===== config.mk =====
export PLATFORM = sky130hd
export DESIGN_NAME = memory_read_module
export DESIGN_NICKNAME = d
export VERILOG_FILES = /design/src/rtl/memory_read_module.sv
export SDC_FILE = /design/constraint.sdc
export NUM_CORES = 1
export LEC_CHECK = 0
export CAP_MARGIN = 20
export CORE_MARGIN = 5
export CORE_UTILIZATION = 23
export CTS_CLUSTER_SIZE = 20
export DETAILED_ROUTE_END_ITERATION = 12
export GPL_ROUTABILITY_DRIVEN = 0
export HOLD_SLACK_MARGIN = 0.1
export PLACE_DENSITY_LB_ADDON = 0.25
export SYNTH_ARGS = -nofsm -noshare
export SYNTH_HDL_FRONTEND = slang
export SYNTH_SLANG_ARGS = --single-unit

===== constraint.sdc =====
create_clock -name sysclk -period 4.95 [get_ports sysclk]
set_clock_uncertainty 0.15 [all_clocks]
set_input_delay 1.2375 -clock sysclk [delete_from_list [all_inputs] [get_ports sysclk]]
set_output_delay 1.2375 -clock sysclk [all_outputs]
set_load 0.005 [all_outputs]

===== src/rtl/memory_read_module.sv =====
// Register-file memory with a free-running, pausable read scan.
// One word is presented on oData/oAddr every T_STEP+2 cycles while unpaused.
module memory_read_module #(
  parameter logic [25:0] T_STEP = 26'd49_999_999
) (
  input  logic       sysclk,
  input  logic       rst,
  input  logic       iEn,
  input  logic [3:0] iAddr,
  input  logic [3:0] iData,
  input  logic       iPause,
  output logic [3:0] oData,
  output logic [3:0] oAddr,
  output logic       oValid
);

  typedef enum logic {
    WAIT = 1'b0,
    READ = 1'b1
  } scanState_t;

  scanState_t  state;
  scanState_t  stateNext;
  logic [25:0] count;
  logic [25:0] countNext;
  logic [3:0]  rPtr;
  logic [3:0]  mem [16];

  // Writes are never stalled; the read below samples the pre-write word.
  always_ff @(posedge sysclk or posedge rst) begin
    if (rst) begin
      for (int i = 0; i < 16; i++) begin
        mem[i] <= 4'h0;
      end
    end else if (iEn) begin
      mem[iAddr] <= iData;
    end
  end

  always_ff @(posedge sysclk or posedge rst) begin
    if (rst) begin
      state <= WAIT;
      count <= '0;
    end else begin
      state <= stateNext;
      count <= countNext;
    end
  end

  always_comb begin
    stateNext = state;
    countNext = count;
    case (state)
      WAIT: begin
        if (!iPause) begin
          if (count == T_STEP) begin
            stateNext = READ;
            countNext = '0;
          end else begin
            countNext = count + 26'd1;
          end
        end
      end
      READ:    stateNext = WAIT;
      default: stateNext = WAIT;
    endcase
  end

  always_ff @(posedge sysclk or posedge rst) begin
    if (rst) begin
      oData  <= 4'h0;
      oAddr  <= 4'h0;
      oValid <= 1'b0;
      rPtr   <= 4'h0;
    end else begin
      oValid <= (state == READ);
      if (state == READ) begin
        oData <= mem[rPtr];
        oAddr <= rPtr;
        rPtr  <= rPtr + 4'd1;
      end
    end
  end

endmodule


==> results.toml, run 1 <==
[yosys]
ys_types = 43
synthCells = 369
synth_seq_cells = 104
syn_nets = 384
yosys.area.top_type = "dfrtp_1"
syn_area_per_cell_um2 = 13.30
yosys-top-cells-area = "dfrtp_1, mux2_2, mux4_2"
ys_seq_area_frac = 0.5303
yosys_warnings = 0
yosys.area.top_type_share = 0.5303
synthesis.area_um2 = 4907

[clocking]
clockRootBuffer = "clkbuf_16"
cts_tree = "built"
cts_num_sinks = 104
cts_setup_buffers = 0
clk_pin_slew_ns = 0.07
numCtsBuffers = 9
clk_path_buf_depth = 2
htree_levels = 3
ctsHoldBuffers = 0
clock_latency_ns = 0.35
cts_resized = 0

[sta]
slew_headroom = 0.3924
slew_violations = 0
rsz0062_at_grt = "no"
worstMarginPinSlew_ns = 0.9113
final_hold_viol_count = 0
final-setup-viol-count = 0
period_needed_ns = 3.201
tns_ns = 0
period_share = 0.6467
max_freq_ghz = 0.3124
worst_slack_ns = 1.749

[power]
leakage_nw = 2.328
max-vdd-ir-drop_mv = 0.1952
p_sw_mw = 0.5706
p_sw_frac = 0.2636
totalPowerFinal_mw = 2.165
p_int_mw = 1.594
p_clk_frac = 0.349
pwr-share-seq = 0.503
power_frac_comb = 0.148
powerDensity_nw_per_um2 = 379.8

[die]
io_pins = 21
core_area_um2 = 21020
die_w_um = 156.1
start_util = 0.2334
die_y_um = 156.1
dieArea_um2 = 24360
fp-row-count = 53

[critical_path]
criticalPathCategory = "input port to flip-flop"
cp-start-kind = "input port"
required_ns = 5.08
crit_fanout = 15
cp_num_buf_inv = 1
crit_slowest_cell = "or4_1"
cp_cell_sequence = "clkdlybuf4s50_1 -> and4bb_1 -> nand4_2 -> or4_1 -> a21oi_1"
end_kind = "flip-flop"
cp_top_family = "simple AND/OR/NAND/NOR gates"
max_stage_delay_ns = 0.60
cp.arrival_ns = 3.33

[detailed_routing]
drc = 0
via_per_inst = 4.501
drt_iter0_drc = 155
drt-total-wl_mm = 10.60
ant_nets = 0
first_pass_iters = 4
post_drt_wl_per_cell_um = 15.99
num_vias = 2984

[layout]
final_common_cell = "dfrtp_1"
final_cell_mix = "dfrtp_1, mux2_2, clkdlybuf4s50_1"
layoutNonFillerInstCount = 663
syn2layout_area_growth_pct = 16.14
fin_area_um2 = 5699
n_antenna_cell = 0
final_layout_size_suffix_gt1_frac = 0.2345
layout.nets = 398

[global_route]
antenna_found_initial = 0
grt_usage = 0.09208
grt_first_pass_wirelength_mm = 17.64
grt_pass1_vias = 3150
grt_max_degree = 66
overflow = 0

[status]
status = "finished clean"

[placement]
pre_cts_ws_ns = 1.418
hpwlAfterDp_mm = 7.237
dp.cells = 647
port_buffers = 20
dpl-instance-area_um2 = 5386

[min_path]
hold_path.class = "flip-flop to flip-flop"

[flow_run]
drv_cap = 0
==> flip-flops by register name, summed over array words and instances (netlist names) <==
signal / count
state: 1
oAddr: 4
oValid: 1
count: 26
rPtr: 4
mem: 64
oData: 4
==> cell families after synthesis <==
logic type               after synthesis  synth area share
AO/OA/AOI/OAI                         28           0.03213
XOR/XNOR                              13           0.02320
adder cells (fa/ha/maj)                3          0.007650
buffers and inverters                 25           0.02295
flip-flops                           104            0.5303
multiplexers                         100            0.2705
AND/OR/NAND/NOR                       96            0.1132
==> power groups by stage <==
stage	Combinational, mW	Sequential (mW)	Clock [mW]
detailed placement	0.326	1.11	0
floorplan	0.268	1.07	0
finish	0.321	1.09	0.756
global placement	0.318	1.10	0
global route	0.358	1.11	0.818
CTS	0.328	1.09	0.782
==> Yosys cell counts, drive strengths merged <==
| cell | number |
|---|---|
| nand2 | 19 |
| mux4 | 17 |
| mux2i | 10 |
| and4bb | 1 |
| nand3 | 9 |
| or4 | 5 |
| dfrtp | 104 |
| xor2 | 7 |
| o211ai | 1 |
| nand3b | 4 |
| or2 | 2 |
| nor3 | 3 |
| nor2 | 14 |
| nor2b | 1 |
| buf | 9 |
| or3 | 10 |
| nor3b | 2 |
| and2 | 3 |
| and3 | 6 |
| nand4 | 9 |
| mux2 | 73 |
| o21ai | 9 |
| clkbuf | 12 |
| xnor2 | 6 |
| nor4b | 1 |
| o31ai | 6 |
| ha | 3 |
| and4 | 1 |
| inv | 4 |
| nand2b | 3 |
| a21oi | 12 |
| nor4 | 3 |
==> routing by layer <==
layer	share of wire	track usage	up-vias
met5	0	0	-
met4	0.013	0.02626	0
met3	0.032	0.02497	10
met2	0.47	0.1423	35
met1	0.49	0.1271	1550
li1	-	-	1389
==> worst paths after layout <==
| kind | from | to | slack (ns) | cells past startpoint |
|---|---|---|---|---|
| max in group asynchronous | rst | mem[35] | 2.55 | 3 |
| hold reg to reg | count[6] | count[6] | 0.33 | 1 |
| setup reg to reg | state | count[25] | 2.32 | 4 |
| min in group asynchronous | rst | count[13] | 1.23 | 2 |
| setup / recovery | iPause | count[25] | 1.75 | 5 |
| hold / removal | count[6] | count[6] | 0.33 | 1 |
==> cell type report <==
| type | count | area, um^2 |
|---|---|---|
| tap | 275 | 344.1 |
| fill | 2127 | 15320 |
| sequential | 104 | 2603 |
| inverter | 4 | 17.52 |
| timing repair buffer | 24 | 230.2 |
| clock buffer | 10 | 239.0 |
| clock inverter | 6 | 73.82 |
| multi-input combinational | 240 | 2192 |
==> stage by stage <==
stage	hold slack [ns]	util
after CTS	0.3389	0.2711
after floorplan	0.2888	-
after global routing	0.3600	0.2711
after detailed placement	0.3224	0.2562
final	0.3346	0.2711
after global placement	0.3141	0.2562
Power figures use the tool's default switching activity.
==> inputs of run 2 (changes only) <==
==> constraint.sdc (replaced) <==
create_clock -name sysclk -period 2.94 [get_ports sysclk]
set_clock_uncertainty 0.15 [all_clocks]
set_input_delay 0.735 -clock sysclk [delete_from_list [all_inputs] [get_ports sysclk]]
set_output_delay 0.735 -clock sysclk [all_outputs]
set_load 0.005 [all_outputs]
==> run 2 against run 1 <==
Effect of this change:
- non-clock buffer count up 9
- power up 64%
- cell count up 1.4%
- worst setup slack worse by 1.2 ns
- clock power up 55%
- largest cell class unchanged
- worst hold slack worse by 0.016 ns
- flip-flop and latch count unchanged
==> results.toml, run 2 (synthesis results as in run 1) <==
[die]
fp-row-count = 53
die_y_um = 156.1
core_area_um2 = 21020
dieArea_um2 = 24360
die_w_um = 156.1
io_pins = 21
start_util = 0.2334

[critical_path]
crit_slowest_cell = "or4_1"
max_stage_delay_ns = 0.54
cp_cell_sequence = "clkdlybuf4s50_1 -> and4bb_1 -> buf_4 -> nand4_4 -> or4_1 -> a21oi_1"
r2r-start = "rPtr[1]"
cp-start-kind = "input port"
r2r_cells = 5
cp.arrival_ns = 2.55
criticalPathCategory = "input port to flip-flop"
crit_fanout = 10
r2r-end = "oData[2]"
end_kind = "flip-flop"
r2r_slack_ns = 0.71
required_ns = 3.07

[placement]
pre_cts_ws_ns = 0.1782
dp.cells = 656
hpwlAfterDp_mm = 7.432
dpl-instance-area_um2 = 5468
port_buffers = 20

[clocking]
cts_resized = 0
cts_num_sinks = 104
clk_pin_slew_ns = 0.07
numCtsBuffers = 9
htree_levels = 3
clock_latency_ns = 0.35
cts_setup_buffers = 0
clk_path_buf_depth = 2
ctsHoldBuffers = 0
cts_tree = "built"
clockRootBuffer = "clkbuf_16"

[global_route]
met1_usage = 0.1241
top_usage_layer = "met2"
grt_usage = 0.09323
antenna_found_initial = 0
gr-usage-met3 = 0.02330
grt_first_pass_wirelength_mm = 17.86
overflow = 0
grt_max_degree = 65
grt_pass1_vias = 3168
use_met2 = 0.1517

[layout]
final_common_cell = "dfrtp_1"
fin_area_um2 = 5749
syn2layout_area_growth_pct = 17.16
fin_util = 0.2735
layout.nets = 407
largest_register_ffs = 64
layoutNonFillerInstCount = 672
regMostFlops = "mem"
final_layout_size_suffix_gt1_frac = 0.2469
reg.largest.list = "mem (64), count (26)"
final_cell_mix = "dfrtp_1, mux2_2, clkdlybuf4s50_1"
n_antenna_cell = 0

[power]
totalPowerFinal_mw = 3.547
powerDensity_nw_per_um2 = 617.0
max-vdd-ir-drop_mv = 0.2852
leakage_nw = 2.366

[sta]
final-setup-viol-count = 0
final_hold_viol_count = 0
fin_worst_hold_slack_ns = 0.3188
period_share = 0.8232
rsz0062_at_grt = "no"
slew_headroom = 0.5564
worstMarginPinSlew_ns = 0.6603
period_needed_ns = 2.420
max_freq_ghz = 0.4132
tns_ns = 0
slew_violations = 0
worst_slack_ns = 0.5198

[detailed_routing]
drt_iter0_drc = 109
first_pass_iters = 4
drc = 0
ant_nets = 0
post_drt_wl_per_cell_um = 15.75
via_per_inst = 4.461
drt-total-wl_mm = 10.59
num_vias = 2998

[min_path]
holdPathEnd = "count[6]"
hold_path.class = "flip-flop to flip-flop"
hold_depth = 1
min_from = "count[6]"

[flow_run]
drv_cap = 0

[status]
status = "finished clean"
-- run 2: cell types whose count changed in the layout (fill, tap and decap cells not counted) --
cell / change
bufinv_16: -1
clkinvlp_4: -1
inv_4: -1
inv_8: +1
clkbuf_8: -1
clkinv_4: +2
inv_6: -1
buf_4: +8
buf_12: +1
clkbuf_1: +2
-- run 2: area by class of cell --
cell class              count  area [um^2]
fillers                  2135        15270
inverters                   4        18.77
clock buffers              11        232.7
clock inverters             5        48.80
flip-flops and latches    104         2603
repair buffers             33        310.3
well taps                 275        344.1
multi-input cells         240         2192
-- run 2: worst max path at each step --
stage	from	end	slack [ns]	cells after the start
3_5_place_dp	iPause	count[22]	0.18	6
6_report	iPause	count[22]	0.52	6
4_1_cts	iPause	count[22]	0.53	6
3_3_place_gp	iPause	count[22]	0.16	6
2_1_floorplan	iPause	count[13]	0.79	6
5_1_grt	iPause	count[22]	0.44	6
-- run 2: worst max-delay path: cells and delay by family --
family / cells / cell delay, ns
AOI/OAI and AO/OA: 1 / 0.15
buffers and inverters: 2 / 0.62
and+or+nand+nor: 3 / 1.05
-- run 2: routing by layer --
metal	vias to the layer above	wire, um	share of wire
li1	1412	-	-
met1	1543	5036	0.48
met2	34	5144	0.49
met3	9	293	0.028
met4	0	112	0.011
met5	-	0	0
-- run 2: power breakdown --
part	switching (mW)	internal, mW	total (mW)
Combinational	0.233	0.317	0.551
Sequential	0.148	1.68	1.83
Clock	0.575	0.594	1.17
